### src/rtl/jump_target_shift.sv
// Purpose : builds the absolute J-type jump target {PC[31:28], instr[25:0], 2'b00}.
// Latency : Out is combinational (0 cycles); tgt/tgt_valid follow an accept by 1 cycle.
// Backpr. : single-entry output register; in_ready drops while tgt_valid & ~tgt_ready.
//
// Ports
//   clk, rst        system clock; asynchronous active-high reset
//   Adr             instruction address field instr[25:0]
//   Adr_Rmdr        upper PC nibble PC+4[31:28]
//   in_valid/ready  input handshake (accept = in_valid & in_ready)
//   Out             combinational target, independent of clock, reset and handshake
//   tgt/tgt_valid   registered target, consumed by tgt_ready
//   jump_cnt        saturating count of accepted targets since reset
//   misalign_err    (only with JUMP_SHIFT_ALIGN_CHECK_EN) accepted jump changed the
//                   256 MB region relative to the previously accepted target
//
// Optional feature macro: JUMP_SHIFT_ALIGN_CHECK_EN
// CNT_W must be at least 4.

module jump_target_shift #(
    parameter int CNT_W = 16
) (
    input  logic             clk,
    input  logic             rst,
    input  logic [25:0]      Adr,
    input  logic [3:0]       Adr_Rmdr,
    input  logic             in_valid,
    output logic             in_ready,
    output logic [31:0]      Out,
    output logic [31:0]      tgt,
    output logic             tgt_valid,
    input  logic             tgt_ready,
`ifdef JUMP_SHIFT_ALIGN_CHECK_EN
    output logic             misalign_err,
`endif
    output logic [CNT_W-1:0] jump_cnt
);

    logic [31:0]      tgt_q;
    logic             tgt_valid_q;
    logic [CNT_W-1:0] jump_cnt_q;
    logic             accept;
    logic             cnt_sat;

    // Pure bit placement: no carry and no sign extension ever reach the target.
    assign Out = {Adr_Rmdr, Adr, 2'b00};

    // The entry can take a new target if it is empty or being drained this cycle,
    // which gives one target per cycle when downstream keeps tgt_ready high.
    assign in_ready = ~tgt_valid_q | tgt_ready;
    assign accept   = in_valid & in_ready;
    assign cnt_sat  = &jump_cnt_q;

    always_ff @(posedge clk or posedge rst) begin
        if (rst) begin
            tgt_q       <= 32'h0;
            tgt_valid_q <= 1'b0;
        end else if (accept) begin
            tgt_q       <= Out;
            tgt_valid_q <= 1'b1;
        end else if (tgt_valid_q && tgt_ready) begin
            // Consumed with nothing behind it: tgt keeps its last value.
            tgt_valid_q <= 1'b0;
        end
    end

    always_ff @(posedge clk or posedge rst) begin
        if (rst) begin
            jump_cnt_q <= '0;
        end else if (accept && !cnt_sat) begin
            jump_cnt_q <= jump_cnt_q + CNT_W'(1);
        end
    end

`ifdef JUMP_SHIFT_ALIGN_CHECK_EN
    // tgt_q always holds the last accepted target (it is never cleared by a
    // consume), so its top nibble is the previous region. seen_q suppresses the
    // comparison against the reset value of tgt_q on the first accept.
    logic seen_q;
    logic misalign_q;

    always_ff @(posedge clk or posedge rst) begin
        if (rst) begin
            seen_q     <= 1'b0;
            misalign_q <= 1'b0;
        end else if (accept) begin
            seen_q     <= 1'b1;
            misalign_q <= seen_q && (Adr_Rmdr != tgt_q[31:28]);
        end
    end

    assign misalign_err = misalign_q;
`endif

    assign tgt       = tgt_q;
    assign tgt_valid = tgt_valid_q;
    assign jump_cnt  = jump_cnt_q;

endmodule

### config.mk
export PLATFORM = sky130hd
export DESIGN_NAME = jump_target_shift
export DESIGN_NICKNAME = d
export VERILOG_FILES = /design/src/rtl/jump_target_shift.sv
export SDC_FILE = /design/constraint.sdc
export NUM_CORES = 1
export LEC_CHECK = 0
export BUFFER_PORTS_ARGS = -buffer_cell sky130_fd_sc_hd__buf_2
export CAP_MARGIN = 10
export CORE_MARGIN = 2
export CORE_UTILIZATION = 48
export CTS_CLUSTER_SIZE = 20
export DETAILED_ROUTE_END_ITERATION = 10
export PLACE_DENSITY_LB_ADDON = 0.3
export SLEW_MARGIN = 30
export SYNTH_ARGS = -nofsm -noshare
export SYNTH_HDL_FRONTEND = slang
export SYNTH_SLANG_ARGS = --single-unit
### constraint.sdc
create_clock -name clk -period 3.1 [get_ports clk]
set_clock_uncertainty 0.1 [all_clocks]
set_input_delay 0.62 -clock clk [delete_from_list [all_inputs] [get_ports clk]]
set_output_delay 0.62 -clock clk [all_outputs]
set_load 0.03 [all_outputs]
== Word level (Yosys, flattened, before mapping) ==
Cells that the tools add are included.
Operators by class
  $add $sub $neg: 1
  muxes and demuxes: 2
  bitwise logic cells: 3
  reductions and logical operators: 5
Operator list (number)
  $add 16x1->16 const B: 1
  $reduce_and 16->1: 1
  $logic_and 1x1->1: 2
  $mux 1: 2
  $reduce_bool 2->1: 1
  $and 1x1->1: 1
  $logic_not 1->1: 1
  $not 1->1: 1
  $or 1x1->1: 1
Storage, ports and cells
  bits in registers: 47
  input bits: 34
  output and inout port bits: 82
  word-level logic and storage cells: 14

== Logic depth before layout (Yosys ltp) ==
  depth in word-level cells: 4
  depth in mapped cells: 5

== Worst setup path after synthesis ==
No wires, ideal clock.
  path kind: input port to flip-flop
  start point: input tgt_ready
  end point: register tgt_q[6] (netlist: tgt[6])
  arrival time: 1831 ps
  data required time: 2875 ps
  slack: 1044 ps
  stages on the path: 4
  buffers on the path: 1
  path through: nand2b_1 nand2_1 clkbuf_1 mux2_2
Between the ends
  longest elaborated chain between the ends: 2
Ends and longest elaborated chain
  start, declared: RTL line 31  | input logic tgt_ready,
  $or 1x1->1: RTL line 49  | assign in_ready = ~tgt_valid_q | tgt_ready;
  $and 1x1->1: RTL line 50  | assign accept = in_valid & in_ready;
  end signal, assigned: RTL line 58  | tgt_q <= Out;
  end, declared: RTL line 38  | logic [31:0] tgt_q;
Every way passes these cells.
A chain may end at the register's enable or synchronous reset.

== Worst setup path after layout ==
  start point: register jump_cnt_q[1] (netlist: jump_cnt[1])
  end point: register jump_cnt_q[1] (netlist: jump_cnt[1])
Between the ends
  longest elaborated chain between the ends: 3
  elaborated cells on any way between the ends: 4
Ends and longest elaborated chain
  start, declared: RTL line 40  | logic [CNT_W-1:0] jump_cnt_q;
  start signal, assigned: RTL line 70  | jump_cnt_q <= jump_cnt_q + CNT_W'(1);
  parallel branches: the longest is 3 deep, another holds $add 16x1->16
Several ways; the timed one is not identified.

==> impl_metrics.toml <==
[outcome]
status = "completed"

[worst_setup_path]
worstSetupStartpointType = "register"
cpPeakStageDelay_ps = 600
cp_max_fo = 10
crit_required_ps = 3180
endpoint_kind = "register"
crit_slowest_cell = "nor4_4"
cp_num_buf_inv = 0
crit_family = "simple AND/OR/NAND/NOR gates"
worstPathArrival_ps = 2210
worstPathCellList = "ha_1 -> nand4_1 -> nor4_4 -> nor2_2 -> mux2_4"
worstSetupPathType = "register to register"

[pwr]
p_switching_w = 0.000737
p_leak_nw = 1.38
power.share.combinational_pct = 32.2
finalPower_w = 0.00200
p_seq_share_pct = 41.8
ir_drop_v = 0.000484
power.density_nw_per_um2 = 735
p_int_w = 0.00126
swShare_pct = 36.9
pwr-share-clk_pct = 26.0

[floorplanning]
core_um2 = 4380
start_util_pct = 50.3
die_x_um = 71.8
rows = 24
dieHeight_um = 71.8
die_area_um2 = 5160
ioPinCount = 116

[routing]
viasPerCell = 5.12
drc = 0
routed-via-count = 1596
drt-total-wl_um = 4310
drtPass1Iterations = 4
drt_iter0_drc = 107
drtAntennaViolNets = 0
avgRoutedWirePerCell_um = 13.8

[synthesis]
synth_top_cell_area_share_pct = 53.3
yosysTopAreaCell = "dfrtp_1"
synth_warnings = 0
synth_cell_types = 26
netlist_instances = 175
syn_avg_cell_area_um2 = 12.6
ys_seq_elements = 47
synth_area_um2 = 2210
synth.area.top_cells = "dfrtp_1, mux2_2, buf_4"
ys_seq_area_share_pct = 53.3

[sta]
fmax_ghz = 0.469
period_minus_slack_ps = 2130
layout_setup_ws_ps = 968
fin_crit_sh_pct = 68.8
worst_pin_slew_ps = 797
fin_setup_tns_ps = 0
hold_violations = 0
slew_viol_final = 0
slew_headroom_pct = 46.9
finalSetupViolCount = 0
rsz0062_at_grt = "false"

[placement]
place_area_um2 = 2580
dp_hpwl_um = 3230
place.gp.congestion = 0.838
place_ws_ps = 872
port-buffer-count = 111

[layout]
multi_input_area_um2 = 764
nNetsFinal = 294
nFillCells = 357
diodes = 0
area.sequential_um2 = 1180
area_delta_synth_final_pct = 23.2
final_area_um2 = 2720
drive_above_1_share_pct = 59.6

[clocking]
cts_resized = 0
cts.sinks = 47
cts_tree = "yes"
numCtsBuffers = 5
htreeDepth = 2
clock_latency_ps = 290
clock_path_buffers = 2
clk_pin_slew_ps = 80
cts_setup_buffers = 0
cts_root_buffer = "clkbuf_8"
hold_buffers = 0

[global_route]
antenna_found_initial = 0
grt-ovfl-total = 0
first_global_vias = 1447
grt_first_pass_wirelength_um = 6870
track_usage_pct = 17.2
grt_max_degree = 48

[hold_path]
hp-class = "input pin to asynchronous set/reset pin"

[run]
maxCapViolations = 0
-- layout by cell type, fill, tap and decap left out --
cell type and n:
buf_12 1, a2111oi_0 1, dfrtp_1 47, nor3b_1 1
nor2_1 3, and4_1 3, buf_2 111, clkbuf_1 1
ha_1 1, mux2_2 31, o21ai_0 2, nor3_1 4
nand2_1 6, xor2_1 12, nor2_2 1, conb_1 4
nand3_1 5, nand2b_1 2, mux2_4 1, and3_1 1
nand4_1 5, clkinv_2 1, nor4_4 1, nor4_1 6
bufinv_16 2, a41oi_1 1, nand4_2 1, clkbuf_8 5
-- path summary, 6_finish.rpt --
check                                 start     endpoint  slack [ps]  depth (start not counted)
worst min-delay path                    rst      tgt[10]         320                          2
max in group asynchronous               rst      tgt[27]        2080                          2
worst max-delay path            jump_cnt[1]  jump_cnt[1]         970                          5
worst min register to register      tgt[18]      tgt[18]         400                          1
worst max register to register  jump_cnt[1]  jump_cnt[1]         970                          5
min in group clk                    tgt[18]      tgt[18]         400                          1
-- power by group through the flow --
stage | clock (W) | sequential [W] | combinational [W]
after floorplan | 0 | 0.00105 | 0.000254
after global placement | 0 | 0.000844 | 0.000638
after detailed placement | 0 | 0.000845 | 0.000650
after CTS | 0.000531 | 0.000833 | 0.000652
after global routing | 0.000558 | 0.000855 | 0.000686
final | 0.000520 | 0.000835 | 0.000643
-- metrics by stage --
step,hold WS [ps],utilization (%),cells
detailed placement,387,59.0,304
CTS,406,62.0,312
global placement,379,59.0,304
floorplan,565,-,178
global route,388,62.0,312
finish,325,62.0,312
-- cell usage after synthesis --
master / number
dfrtp_1: 47
buf_4: 34
mux2_2: 31
xor2_1: 12
nand2_1: 6
nor4_1: 6
nand3_1: 5
nand4_1: 5
nor3_1: 4
and4_1: 3
buf_2: 3
nor2_1: 3
nand2b_1: 2
o21ai_0: 2
a2111oi_0: 1
a41oi_1: 1
and3_1: 1
clkbuf_1: 1
conb_1: 1
ha_1: 1
inv_1: 1
mux2_4: 1
nand4_2: 1
nor2_2: 1
nor3b_1: 1
nor4_4: 1
-- kinds of logic (layout without fill, tap and decap cells) --
group	count (synthesis)	after routing	share of synthesized area, %
muxes	32	32	16.5
adders and majority gates	1	1	0.567
AOI/OAI and AO/OA	4	4	1.25
DFF	47	47	53.3
xor gates and xnor gates	12	12	4.76
other	1	4	0.170
and+or+nand+nor	39	39	10.9
buffers and inverters	39	121	12.6
-- state kept, by name (all words and copies together) (netlist names) --
signal     cells
tgt           30
jump_cnt      16
tgt_valid      1
-- layout make-up --
class                           instances  share of cell area (%)
Clock inverter                          2                    2.21
Timing Repair Buffer                  112                    21.2
Tap cell                               52                    2.39
Clock buffer                            6                    2.67
Sequential cell                        47                    43.3
Multi-Input combinational cell         92                    28.1
Inverter                                1                   0.184
-- layer usage --
layer | wire length (um) | up-vias | part of all wire [%] | track usage [%]
li1 | - | 742 | - | -
met1 | 1710 | 763 | 40 | 20.9
met2 | 2160 | 84 | 50 | 29.3
met3 | 370 | 7 | 8.6 | 4.36
met4 | 70 | 0 | 1.6 | 6.92
met5 | 0 | - | 0 | 0
Power figures use the tool's default switching activity.
